$ cat config.mk
export PLATFORM = sky130hd
export DESIGN_NAME = pc_fetch
export DESIGN_NICKNAME = d
export VERILOG_FILES = /design/src/rtl/core_pkg.sv /design/src/rtl/irq_sync.sv /design/src/rtl/pc_fetch.sv
export SDC_FILE = /design/constraint.sdc
export NUM_CORES = 1
export LEC_CHECK = 0
export CORE_MARGIN = 5
export CORE_UTILIZATION = 40
export DETAILED_ROUTE_END_ITERATION = 10
export DONT_BUFFER_PORTS = 1
export PLACE_DENSITY_LB_ADDON = 0.08
export SKIP_LAST_GASP = 1
export SYNTH_ARGS = -nofsm -noshare
export SYNTH_HDL_FRONTEND = slang
export SYNTH_SLANG_ARGS = --single-unit
$ cat constraint.sdc
create_clock -name clk -period 7.1 [get_ports clk]
set_input_delay 0.71 -clock clk [delete_from_list [all_inputs] [get_ports clk]]
set_output_delay 0.71 -clock clk [all_outputs]
set_load 0.005 [all_outputs]
$ cat src/rtl/core_pkg.sv
// core_pkg: shared next-PC source encodings and fixed ROM vectors for the MIPS32 core
package core_pkg;
  localparam logic [2:0] PC_SEQ    = 3'd0;
  localparam logic [2:0] PC_BRANCH = 3'd1;
  localparam logic [2:0] PC_JUMP   = 3'd2;
  localparam logic [2:0] PC_JR     = 3'd3;
  localparam logic [2:0] PC_XADR   = 3'd5;
  localparam logic [31:0] RESET_VEC = 32'h8000_0000;
  localparam logic [31:0] ILLOP_VEC = 32'h8000_0004;
  localparam logic [31:0] XADR_VEC  = 32'h8000_0008;
endpackage

$ cat src/rtl/irq_sync.sv
// irq_sync: two-flop synchronizer for the external interrupt plus a pending latch held until taken
module irq_sync (
  input  logic clk,
  input  logic reset,
  input  logic irq,
  input  logic clr,
  output logic pend
);
  logic sync1, sync2;
  // Resynchronize irq and latch it; taking the interrupt clears the latch first
  always_ff @(posedge clk or posedge reset)
    if (reset) begin
      sync1 <= 1'b0;
      sync2 <= 1'b0;
      pend  <= 1'b0;
    end else begin
      sync1 <= irq;
      sync2 <= sync1;
      pend  <= clr ? 1'b0 : (pend | sync2);
    end
endmodule

$ cat src/rtl/pc_fetch.sv
// pc_fetch: program counter, next-address selection, supervisor bit and interrupt acceptance
module pc_fetch #(
  parameter logic [31:0] RESET_VEC = core_pkg::RESET_VEC,
  parameter logic [31:0] ILLOP_VEC = core_pkg::ILLOP_VEC,
  parameter logic [31:0] XADR_VEC  = core_pkg::XADR_VEC
) (
  input  logic        clk,
  input  logic        reset,
  input  logic [2:0]  pc_src,
  input  logic        branch_taken,
  input  logic [15:0] imm16,
  input  logic [25:0] jtarget,
  input  logic [31:0] jr_target,
  input  logic        irq,
  output logic [31:0] pc,
  output logic [31:0] pc_plus4,
  output logic        irq_take,
  output logic [31:0] xp_data
);
  import core_pkg::*;
  logic        irq_pend;
  logic [30:0] br_off, br_sum;
  logic [31:0] next_pc;
  irq_sync u_irq_sync (.clk(clk), .reset(reset), .irq(irq), .clr(irq_take), .pend(irq_pend));
  assign irq_take = irq_pend & ~pc[31];
  assign pc_plus4 = {pc[31], pc[30:0] + 31'd4};
  assign xp_data  = irq_take ? pc : pc_plus4;
  assign br_off   = {{13{imm16[15]}}, imm16, 2'b00};
  assign br_sum   = pc_plus4[30:0] + br_off;
  // Select the next PC; the supervisor bit only survives a JR when both old and target bit31 are set
  always_comb
    next_pc = irq_take                             ? ILLOP_VEC :
              pc_src == PC_XADR                    ? XADR_VEC :
              pc_src == PC_JR                      ? {pc[31] & jr_target[31], jr_target[30:0]} :
              pc_src == PC_JUMP                    ? {pc[31], pc_plus4[30:28], jtarget, 2'b00} :
              (pc_src == PC_BRANCH && branch_taken) ? {pc[31], br_sum} :
                                                     pc_plus4;
  // PC register; fetch addresses are always word aligned
  always_ff @(posedge clk or posedge reset)
    if (reset) pc <= RESET_VEC;
    else pc <= next_pc & 32'hFFFF_FFFC;
endmodule

==> results of run 1 <==
==> cells in the final DEF (no fill, tap or decap), types with 8 or more instances in the layout <==
cell / instances
ha_1: 34
o21ai_0: 34
xor2_1: 22
nand4_1: 10
a211oi_1: 12
dfrtp_1: 32
and3_1: 12
nand3_1: 35
nand2_1: 62
xnor2_1: 54
a21o_1: 10
inv_1: 16
mux2i_1: 10
a31oi_1: 8
nor2_1: 45
a21oi_1: 48
==> sequential cells by signal, indices dropped and copies added (netlist names) <==
name              cells
u_irq_sync.sync2      1
pc                   30
u_irq_sync.sync1      1
u_irq_sync.pend       1
==> critical path, cell delays in order (launching register included) <==
cell and delay (ns):
dfrtp_1 0.46, ha_1 0.29, nand3_4 0.13, nor4_1 0.91, xor2_1 0.30, ha_1 0.44, a31o_2 0.25, a21oi_1 0.37
a21oi_1 0.19, a311oi_1 0.66, o21bai_1 0.18, xnor2_1 0.15, a221oi_1 0.29
==> cell type report <==
cell class	instances	area (µm²)	area share (%)
clock buffers	7	86.33	1.902
clock inverters	1	30.03	0.6615
inverters	16	60.06	1.323
multi-input cells	495	3331	73.37
flip-flops and latches	33	827.0	18.22
well taps	140	175.2	3.859
repair buffers	4	30.03	0.6615
==> per-stage QoR <==
| stage | setup WS (ns) | cell area (µm²) | hold slack (ns) |
|---|---|---|---|
| CTS | 2.329 | 4539 | 0.3525 |
| global route | 2.026 | 4539 | 0.3633 |
| global placement | 2.432 | 4423 | 0.3322 |
| floorplan | 3.434 | 4379 | 0.3312 |
| detailed placement | 2.350 | 4423 | 0.3347 |
| finish | 2.337 | 4539 | 0.3518 |
==> metal layers <==
metal  vias to the layer above  global-route usage, %
li1                       2017                      -
met1                      2002                  28.84
met2                       175                  38.65
met3                        25                  5.550
met4                         0                  7.205
met5                         -                      0
==> power breakdown <==
group / internal (mW) / switching (mW)
clock: 0.115 / 0.0759
combinational: 0.364 / 0.516
sequential: 0.244 / 0.118
total: 0.723 / 0.710
==> worst max-delay path by stage <==
stage / start / endpoint / depth (start not counted)
final: pc[2]$_DFF_PP0_ / pc[24]$_DFF_PP0_ / 12
after global routing: pc[2]$_DFF_PP0_ / pc[24]$_DFF_PP0_ / 12
after CTS: pc[2]$_DFF_PP0_ / pc[24]$_DFF_PP0_ / 12
after detailed placement: pc[2]$_DFF_PP0_ / pc[24]$_DFF_PP0_ / 12
after global placement: pc[2]$_DFF_PP0_ / pc[24]$_DFF_PP0_ / 12
after floorplan: pc[4]$_DFF_PP0_ / pc[24]$_DFF_PP0_ / 13
==> cells by family (layout without fill, tap and decap cells) <==
logic type               after synthesis  count (layout)  synth area share (%)
AO/OA/AOI/OAI                        156             156                 22.38
XOR/XNOR                              78              78                 16.01
adder cells (fa/ha/maj)               35              35                 10.22
buffers and inverters                 50              28                 5.079
flip-flops                            33              33                 18.97
multiplexers                          15              15                 3.587
other                                  1               6               0.08600
AND/OR/NAND/NOR                      205             205                 23.67
==> reports/metrics.yaml, run 1 <==
instances_no_fill: 696
outcome: "finished, final reports clean"
syn2layout_area_growth_pct: 4.103
first_pass_iters: 4
postCtsSetupBuffers: 0
cts_hold_buf: 0
p_per_area_mw_per_mm2: 315.7
gp_congestion: 0.9259
synthCells: 573
rows: 38
ant_nets: 0
rsz0062_at_grt: "no"
cts_tree: "done"
dr_wl_met3_mm: 1.130
grt-ovfl-total: 0
ys_warn_count: 0
core_area_mm2: 0.01075
dp.cells: 688
grt_pass1_vias: 4295
remaining_drc_errors: 0
fin_crit_sh_pct: 67.09
crit_required_ns: 7.27
p_total_mw: 1.433
yosys-top-cells-count: "nand2_1, xnor2_1, a21oi_1"
r2r_start: "pc[2]$_DFF_PP0_"
clk_pin_slew_ns: 0.08
syn_area_mm2: 0.004360
fp.dieH_um: 114.4
fmax_mhz: 209.9
min-delay-start: "u_irq_sync.sync1$_DFF_PP0_"
r2r_slack_ns: 2.34
hold_path.class: "reg -> reg"
worst_pin_slew_ns: 1.170
setup_tns_ns: 0
htreeDepth: 2
num_vias: 4219
leakage_nw: 1.900
r2r-end: "pc[24]$_DFF_PP0_"
seq_area_frac_synth_pct: 18.97
grt_pass1_wl_mm: 23.52
die-area_mm2: 0.01309
synthArstFlopShare_pct: 100.0
drtIter0Drc: 229
cts_sinks: 33
syn_avg_cell_area_um2: 7.610
synth_area_leaders: "dfrtp_1, xnor2_1, ha_1, a21oi_1, nand2_1"
fillers: 1165
synth_seq_cells: 33
cts_buffer_depth: 2
cts-root-buf: "clkbuf_8"
initial_utilization_pct: 40.58
numCtsBuffers: 5
reg2reg_depth: 12
clk_latency_ns: 0.29
portBuffers: 0
met1_length_mm: 6.470
routed_wirelength_mm: 15.23
yosys.area.top_type: "dfrtp_1"
hold_end: "u_irq_sync.sync2$_DFF_PP0_"
cp_max_fo: 6
crit_arrival_ns: 4.93
fin_nets: 671
yosys_most_used_dff: "dfrtp_1"
synth_top_area_share_pct: 18.36
ctsResizeCount: 0
grt_start_max_net_pins: 34
startpoint_type: "register"
grtUsageTotal_pct: 22.94
critical_path_class: "reg -> reg"
synth_edf_count: 0
clock_skew_ns: 0.005639
die_x_um: 114.4
max_cap_viol_count: 0
wire_per_inst_um: 21.88
wl_met2_mm: 7.284
num_antenna_cells: 0
whs_path_depth: 0
viasPerCell: 6.062
dpl.hpwl_mm: 11.64
yosysMostFrequentCell: "nand2_1"
hold_violations: 0
slew_headroom_pct: 21.74
setup_violations: 0
drive_above_1_share_pct: 5.755
endpoint_kind: "register"
synth_cell_types: 57
ios: 178
post-route-util_pct: 42.25
highest-signal-layer: "met4"
period_needed_ns: 4.763
peakVddDrop_v: 0.0001667
antenna_found_initial: 0
slew_violations: 0
Note: power is estimated with default switching activity, not from simulation.
==> run 2: changes to the inputs <==
clock period = 4.15 ns   (was 7.1 ns; I/O delays follow)
==> run 2 against run 1 <==
  * Clock skew about the same
  * Combinational power is 83% higher
  * Clock-buffer cell count down 2
  * Design area increased by 4.7%
  * Fmax grew 22%
  * Cell count up 3.4%
  * Hold slack worse by 0.25 ns
==> reports/metrics.yaml, run 2 (same netlist as run 1, synthesis figures left out) <==
outcome: "finished, final reports clean"  # unchanged
critical_path_class: "reg -> reg"  # unchanged
crit_slowest_cell: "dfrtp_1"  # was nor4_1
htreeDepth: 2  # unchanged
setup_violations: 0  # unchanged
numCtsBuffers: 5  # unchanged
rows: 38  # unchanged
endpoint_kind: "register"  # unchanged
drtIter0Drc: 176  # was 229
first_pass_iters: 4  # unchanged
power_frac_clock_pct: 14.6  # was 13.3%
portBuffers: 0  # unchanged
power.switching_mw: 1.257  # was 0.7102 mW
grtUsageTotal_pct: 23.47  # was 22.94%
viasPerCell: 5.999  # was 6.062
cts-root-buf: "clkbuf_8"  # unchanged
hold_violations: 0  # unchanged
die-area_mm2: 0.01309  # unchanged
hold_path.class: "in -> async"  # was reg -> reg
p_per_area_mw_per_mm2: 548.2  # was 315.7 mW/mm²
remaining_drc_errors: 0  # unchanged
cp_max_fo: 7  # was 6
crit_required_ns: 4.34  # was 7.27 ns
gp_congestion: 0.9697  # was 0.9259
cts_sinks: 33  # unchanged
dpl.hpwl_mm: 12.11  # was 11.64 mm
reg2reg_depth: 15  # was 12
top_register: "pc"  # unchanged
power_frac_seq_pct: 23.7  # was 25.3%
slew_violations: 0  # unchanged
leakage_nw: 2.034  # was 1.900 nW
initial_utilization_pct: 40.58  # unchanged
clk_latency_ns: 0.30  # was 0.29 ns
num_vias: 4319  # was 4219
grt-ovfl-total: 0  # unchanged
final_common_cell: "nand2_1"  # unchanged
final_cell_mix: "nand2_1, xnor2_1, a21oi_1, nor2_1"  # was nand2_1, xnor2_1, a21oi_1, nor2_1, nand3_1
slowest_delay_ns: 0.48  # was 0.91 ns
ios: 178  # unchanged
fin_nets: 695  # was 671
r2r-end: "pc[25]$_DFF_PP0_"  # was pc[24]$_DFF_PP0_
startpoint_type: "register"  # unchanged
routed_wirelength_mm: 15.65  # was 15.23 mm
grt_pass1_vias: 4330  # was 4295
r2r_start: "pc[2]$_DFF_PP0_"  # unchanged
cts_hold_buf: 0  # unchanged
p_total_mw: 2.606  # was 1.433 mW
instances_no_fill: 720  # was 696
core_area_mm2: 0.01075  # unchanged
antenna_found_initial: 0  # unchanged
die_x_um: 114.4  # unchanged
grt_pass1_wl_mm: 24.03  # was 23.52 mm
fmax_mhz: 256.3  # was 209.9 MHz
grt_start_max_net_pins: 34  # unchanged
syn2layout_area_growth_pct: 9.010  # was 4.103%
clk_pin_slew_ns: 0.08  # about the same
post-route-util_pct: 44.24  # was 42.25%
period_needed_ns: 3.902  # was 4.763 ns
ant_nets: 0  # unchanged
crit_arrival_ns: 4.09  # was 4.93 ns
fp.dieH_um: 114.4  # unchanged
worst_pin_slew_ns: 1.158  # was 1.170 ns
netSwitchingFraction_pct: 48.24  # was 49.56%
cts_tree: "done"  # unchanged
slew_headroom_pct: 22.49  # was 21.74%
peakVddDrop_v: 0.0003325  # was 0.0001667 V
num_antenna_cells: 0  # unchanged
dp.cells: 712  # was 688
cp_cell_sequence: "ha_1 -> nand3_4 -> or3_4 -> nor2_1 -> buf_4 -> nand2_1 -> xnor2_1 -> ha_1 -> and2_1 -> and3_1 -> a32o_1 -> a21oi_1 -> o21a_1 -> xor2_1 -> a221oi_1"  # was ha_1 -> nand3_4 -> nor4_1 -> xor2_1 -> ha_1 -> a31o_2 -> a21oi_1 -> a21oi_1 -> a311oi_1 -> o21bai_1 -> xnor2_1 -> a221oi_1
worst_hold_slack_ns: 0.1029  # was 0.3518 ns
path_common_cell: "ha_1"
p_int_mw: 1.349  # was 0.7229 mW
wire_per_inst_um: 21.74  # was 21.88 µm
rsz0062_at_grt: "yes"  # was no
cts_buffer_depth: 2  # unchanged
r2r_slack_ns: 0.25  # was 2.34 ns
clock_skew_ns: 0.005794  # was 0.005639 ns
drive_above_1_share_pct: 10.34  # was 5.755%
fin_crit_sh_pct: 94.02  # was 67.09%
largest_register_ffs: 30  # unchanged
max_cap_viol_count: 0  # unchanged
combPwrFrac_pct: 61.7  # was 61.5%
[run 2: final cells by class]
type,instances,area (µm²)
clock buffers,5,68.82
inverters,16,60.06
repair buffers,28,210.2
clock inverters,3,65.06
fillers,1131,5992
flip-flops and latches,33,827.0
multi-input cells,495,3347
well taps,140,175.2
[run 2: repair_timing]
action,CTS,global route
resized for setup,0,3
endpoints found under the setup margin,0,5
buffers inserted,0,0
[run 2: worst max-delay path by stage]
stage                         start               end  cells past startpoint
floorplan           pc[4]$_DFF_PP0_  pc[24]$_DFF_PP0_                     13
global placement    pc[4]$_DFF_PP0_  pc[24]$_DFF_PP0_                     14
detailed placement  pc[2]$_DFF_PP0_  pc[24]$_DFF_PP0_                     13
CTS                 pc[2]$_DFF_PP0_  pc[24]$_DFF_PP0_                     13
global route        pc[2]$_DFF_PP0_  pc[29]$_DFF_PP0_                     14
finish              pc[2]$_DFF_PP0_  pc[25]$_DFF_PP0_                     15
[run 2: through the flow]
stage,setup slack [ns],area [µm²],TNS [ns]
after floorplan,0.4844,4379,0
after global placement,0.2548,4603,0
after detailed placement,0.1916,4603,0
after CTS,0.1329,4737,0
after global routing,-0.01176,4753,-0.01176
final,0.2481,4753,0
[run 2: worst max-delay path, delay by kind of cell, from the launching register on]
family | cells | cell delay [ns]
AND/OR/NAND/NOR | 6 | 1.25
AO/OA/AOI/OAI | 4 | 0.88
adder cells (fa/ha/maj) | 2 | 0.64
flip-flops | 1 | 0.48
XOR/XNOR | 2 | 0.33
buffers and inverters | 1 | 0.20
[run 2: power by group through the flow]
stage / sequential (mW) / combinational [mW] / clock, mW
floorplan: 0.550 / 1.25 / 0
global placement: 0.619 / 1.58 / 0
detailed placement: 0.623 / 1.59 / 0
CTS: 0.616 / 1.60 / 0.386
global route: 0.638 / 1.79 / 0.405
finish: 0.616 / 1.61 / 0.380
[run 2: layer usage]
| metal | part of all wire (%) | GRT usage [%] |
|---|---|---|
| met1 | 42 | 29.22 |
| met2 | 48 | 39.58 |
| met3 | 8.2 | 5.920 |
| met4 | 2.5 | 7.601 |
| met5 | 0 | 0 |
